$ cat config.mk
export PLATFORM = sky130hd
export DESIGN_NAME = xor_mismatch_counter
export DESIGN_NICKNAME = d
export VERILOG_FILES = /design/src/rtl/xor_pkg.sv /design/src/rtl/frame_bit_counter.sv /design/src/rtl/xor_mismatch_counter.sv
export SDC_FILE = /design/constraint.sdc
export NUM_CORES = 1
export LEC_CHECK = 0
export ABC_AREA = 1
export BUFFER_PORTS_ARGS = -buffer_cell sky130_fd_sc_hd__buf_2
export CAP_MARGIN = 20
export CORE_MARGIN = 3
export CORE_UTILIZATION = 25
export CTS_BUF_LIST = sky130_fd_sc_hd__clkbuf_4 sky130_fd_sc_hd__clkbuf_8
export CTS_CLUSTER_SIZE = 14
export DETAILED_ROUTE_END_ITERATION = 8
export HOLD_SLACK_MARGIN = 0.06
export PLACE_DENSITY = 0.53
export SLEW_MARGIN = 20
export SYNTH_ARGS = -nofsm -noshare
export SYNTH_HDL_FRONTEND = slang
export SYNTH_SLANG_ARGS = --single-unit
$ cat constraint.sdc
create_clock -name clk -period 1.71 [get_ports clk]
set_input_delay 0.171 -clock clk [delete_from_list [all_inputs] [get_ports clk]]
set_output_delay 0.171 -clock clk [all_outputs]
set_load 0.01 [all_outputs]
$ cat src/rtl/xor_pkg.sv
// Shared definitions for the XOR-block family: FSM state encodings used by
// the stream-compare stages.
package xor_pkg;

  typedef enum logic [1:0] {
    ST_IDLE = 2'd0,
    ST_RUN  = 2'd1,
    ST_HOLD = 2'd2
  } state_e;

endpackage : xor_pkg

$ cat src/rtl/frame_bit_counter.sv
// Tracks the index of the next qualified bit within a frame and flags the
// terminal bit so the controller can close the frame on that beat.
module frame_bit_counter #(
  parameter int FRAME_LEN = 16,
  parameter int CNT_W     = $clog2(FRAME_LEN + 1)
) (
  input  logic clk,
  input  logic rst,
  input  logic clear_i,
  input  logic inc_i,
  output logic last_bit_o
);

  logic [CNT_W-1:0] idx_q;
  logic [CNT_W-1:0] idx_d;

  always_comb begin
    idx_d = idx_q;
    if (clear_i) begin
      idx_d = '0;
    end else if (inc_i) begin
      idx_d = idx_q + CNT_W'(1);
    end
  end

  always_ff @(posedge clk) begin
    if (rst) begin
      idx_q <= '0;
    end else begin
      idx_q <= idx_d;
    end
  end

  assign last_bit_o = (idx_q == CNT_W'(FRAME_LEN - 1));

endmodule : frame_bit_counter

$ cat src/rtl/xor_mismatch_counter.sv
// Counts asserted XOR results (Hamming distance) over a frame of FRAME_LEN
// qualified bits and presents the total with a done/out_ready handshake.
module xor_mismatch_counter
  import xor_pkg::*;
#(
  parameter  int FRAME_LEN = 16,
  localparam int CNT_W     = $clog2(FRAME_LEN + 1)
) (
  input  logic             clk,
  input  logic             rst,
  input  logic             start,
  input  logic             bit_valid,
  input  logic             y_in,
  input  logic             out_ready,
  output logic             busy,
  output logic             done,
  output logic [CNT_W-1:0] mismatch_cnt
);

  state_e           state_q, state_d;
  logic             busy_q, busy_d;
  logic             done_q, done_d;
  logic [CNT_W-1:0] cnt_q, cnt_d;

  logic start_frame;
  logic accept;
  logic last_bit;

  // A frame may open from IDLE, or straight out of HOLD when the result is
  // consumed in the same cycle (back-to-back frames).
  assign start_frame = start && ((state_q == ST_IDLE) ||
                                 ((state_q == ST_HOLD) && out_ready));
  assign accept      = (state_q == ST_RUN) && bit_valid;

  frame_bit_counter #(
    .FRAME_LEN (FRAME_LEN),
    .CNT_W     (CNT_W)
  ) u_frame_bit_counter (
    .clk        (clk),
    .rst        (rst),
    .clear_i    (start_frame),
    .inc_i      (accept),
    .last_bit_o (last_bit)
  );

  // Next-state logic.
  // NOTE: every combinational output gets a default first so no path can
  // leave it unassigned and infer a latch.
  always_comb begin
    state_d = state_q;
    unique case (state_q)
      ST_IDLE: if (start) state_d = ST_RUN;
      ST_RUN:  if (accept && last_bit) state_d = ST_HOLD;
      ST_HOLD: if (out_ready) state_d = start ? ST_RUN : ST_IDLE;
      default: state_d = ST_IDLE;
    endcase
  end

  // Output and accumulator next values; y_in is only looked at on accepted
  // beats, so X on it during stalls cannot reach the count.
  always_comb begin
    busy_d = (state_d == ST_RUN);
    done_d = (state_d == ST_HOLD);
    cnt_d  = cnt_q;
    if (start_frame) begin
      cnt_d = '0;
    end else if (accept) begin
      cnt_d = cnt_q + CNT_W'(y_in);
    end
  end

  // NOTE: state uses non-blocking assignments so every register samples the
  // pre-edge values regardless of process ordering.
  always_ff @(posedge clk) begin
    if (rst) begin
      state_q <= ST_IDLE;
      busy_q  <= 1'b0;
      done_q  <= 1'b0;
      cnt_q   <= '0;
    end else begin
      state_q <= state_d;
      busy_q  <= busy_d;
      done_q  <= done_d;
      cnt_q   <= cnt_d;
    end
  end

  assign busy         = busy_q;
  assign done         = done_q;
  assign mismatch_cnt = cnt_q;

endmodule : xor_mismatch_counter
==> impl_metrics.tcl <==
set metrics [dict create \
    die_h_um 56.57 \
    area.growth.synth_to_final_pct 19.96 \
    top_usage_layer "met2" \
    cts.htree.levels 1 \
    coreArea_um2 2318 \
    drtIter0Drc 18 \
    grt_pass1_wl_um 1918 \
    p_per_area_nw_per_um2 807.1 \
    fillCellCount 252 \
    drc 0 \
    synth_commonest_cells "24 x nand2_1, 14 x dfxtp_1, 11 x nor2_1" \
    avgViaCountPerCell 4.240 \
    die_w_um 56.57 \
    endpoint_kind "flop" \
    finalHoldViolations 0 \
    gr-total-overflow 0 \
    crit_type "reg -> reg" \
    final_util_pct 33.08 \
    layout-drive-gt1-share_pct 21.78 \
    ys_ff_latch 14 \
    layout.nets 112 \
    portBuffers 12 \
    relSlewSlack_pct 79.85 \
    cts_setup_buffers 0 \
    postRouteAntennaNets 0 \
    syn_area_per_cell_um2 7.522 \
    critPathLaunchType "flop" \
    rsz0062_at_grt "false" \
    ys.flop_type "dfxtp_1" \
    grtUsageTotal_pct 7.678 \
    first_pass_iters 3 \
    synthTopCellsByArea "dfxtp_1 44%, nand2_1 14%, a21oi_1 7.8%, ha_1 7.8%, nor2_1 6.5%" \
    die_area_um2 3200 \
    cts_buffers 3 \
    vdd_drop_max_v 0.0004852 \
    synth.top_cell.area_share_pct 43.84 \
    max_freq_mhz 820.0 \
    yosysMostFrequentCell "nand2_1" \
    status "finished clean" \
    dpl_cell_area_um2 730.7 \
    finalWirelength_um 1132 \
    cts_resized 0 \
    post_drt_wl_per_cell_um 8.775 \
    finalCritPeriodShare_pct 71.32 \
    period_needed_ns 1.220 \
    worst_pin_slew_ns 0.3022 \
    clock_latency_ns 0.28 \
    use_met1_pct 9.331 \
    syn_inst 85 \
    n_antenna_cell 0 \
    syn_area_um2 639.4 \
    hpwl_um 912.5 \
    multiInputGateArea_um2 310.3 \
    synth_fa_ha_area_share_pct 7.828 \
    synth_cell_types 15 \
    synth_top_cell_by_area "dfxtp_1" \
    seq_area_um2 280.3 \
    initial_core_util_pct 27.58 \
    grt_start_max_net_pins 9 \
    ys_warn_count 0 \
    fin_area_um2 767.0 \
    cp.arrival_ns 1.43 \
    async_reset_ff_share_pct 0 \
    antenna_found_initial 0 \
    via_count 547 \
    synth_nets 95 \
    clk_path_buf_depth 2 \
    fin_setup_tns_ns 0 \
    cp.required_ns 1.93 \
    use_met2_pct 11.72 \
    clockRootBuffer "clkbuf_4" \
    power.total_mw 0.6190 \
    gp_congestion 0.6789 \
    synth_compound_area_share_pct 11.55 \
    setup_viol 0 \
    finalClockSkew_ns 0.0002598 \
    maxCapViolCount 0 \
    cts_hold_buf 0 \
    slew_viol_final 0 \
    grt_pass1_vias 490 \
    rows 17 \
    crit_path_max_fanout 4 \
    leakage_nw 0.3351 \
    synth_top_family_by_area "simple AND/OR/NAND/NOR gates" \
    clk_pin_slew_worst_paths_ns 0.08 \
    cts_tree "built" \
    grtUsageMet3_pct 4.138 \
    cts_sinks 14 \
    ios 13 \
    holdCritPathClass "in -> reg" \
    synth.area.mux_share_pct 0 \
    ys_seq_area_share_pct 43.84 \
    synth-xor-area-share_pct 0 \
    synth_edf_count 0 \
    synthSimpleGateAreaFrac_pct 29.16 \
]
metal layers:
layer	share of wire, %	wire [um]
met4	0.71	8
met1	48	540
met5	0	0
met2	44	498
met3	7.5	85
logic make-up (layout without fill, tap and decap cells):
family                     after synthesis  count (layout)
and+or+nand+nor                         43              43
AOI/OAI and AO/OA                       13              13
DFF                                     14              14
buffers and inverters                   11              27
adders and majority gates                4               4
power by group:
part	leakage, nW	switching [mW]	total [mW]	internal, mW
registers	0.113	0.00428	0.337	0.332
logic	0.201	0.0287	0.0473	0.0186
clock network	0.0210	0.106	0.235	0.130
flip-flops by register name (all words and copies together), names as in the netlist:
| register | flops |
|---|---|
| busy | 1 |
| done | 1 |
| mismatch_cnt | 5 |
| state_q | 2 |
| u_frame_bit_counter.idx_q | 5 |
metrics by stage:
stage               worst slack (ns)  instances  hold slack [ns]
global placement              0.5299        125           0.4014
CTS                           0.4825        129           0.1047
finish                        0.4905        129           0.1131
global route                  0.3616        129           0.1108
floorplan                     0.5784         85           0.2401
detailed placement            0.4997        125           0.4066
final timing paths:
path	from	to	slack, ns	depth (start not counted)
hold reg to reg	u_frame_bit_counter.idx_q[4]	u_frame_bit_counter.idx_q[4]	0.47	2
setup reg to reg	u_frame_bit_counter.idx_q[0]	u_frame_bit_counter.idx_q[4]	0.49	7
hold / removal	rst	busy	0.11	2
setup / recovery	u_frame_bit_counter.idx_q[0]	u_frame_bit_counter.idx_q[4]	0.49	7
layout make-up:
type,instances,area share (%)
Clock buffer,4,4.731
Inverter,10,4.894
Multi-Input combinational cell,60,40.46
Sequential cell,14,36.54
Tap cell,28,4.568
Timing Repair Buffer,13,8.809
placed cells by master (no fill, tap or decap):
cell type	Yosys	routed
buf_4	0	1
o21bai_1	2	2
nand2_1	24	24
nor2_1	11	11
nand3_1	4	4
inv_1	9	9
clkbuf_4	0	3
dfxtp_1	14	14
nand3b_1	1	1
ha_1	4	4
clkbuf_8	0	1
inv_2	1	1
nand3_2	1	1
a21oi_1	10	10
nor2_4	1	1
or2_2	1	1
buf_2	0	12
a21oi_2	1	1
critical path: stages, from the launching register on:
cell and delay [ns]:
dfxtp_1 0.37, ha_1 0.18, inv_1 0.05, nor2_1 0.10, ha_1 0.23, nand2_1 0.07, nand2_1 0.05, a21oi_1 0.11
Power figures use the tool's default switching activity.
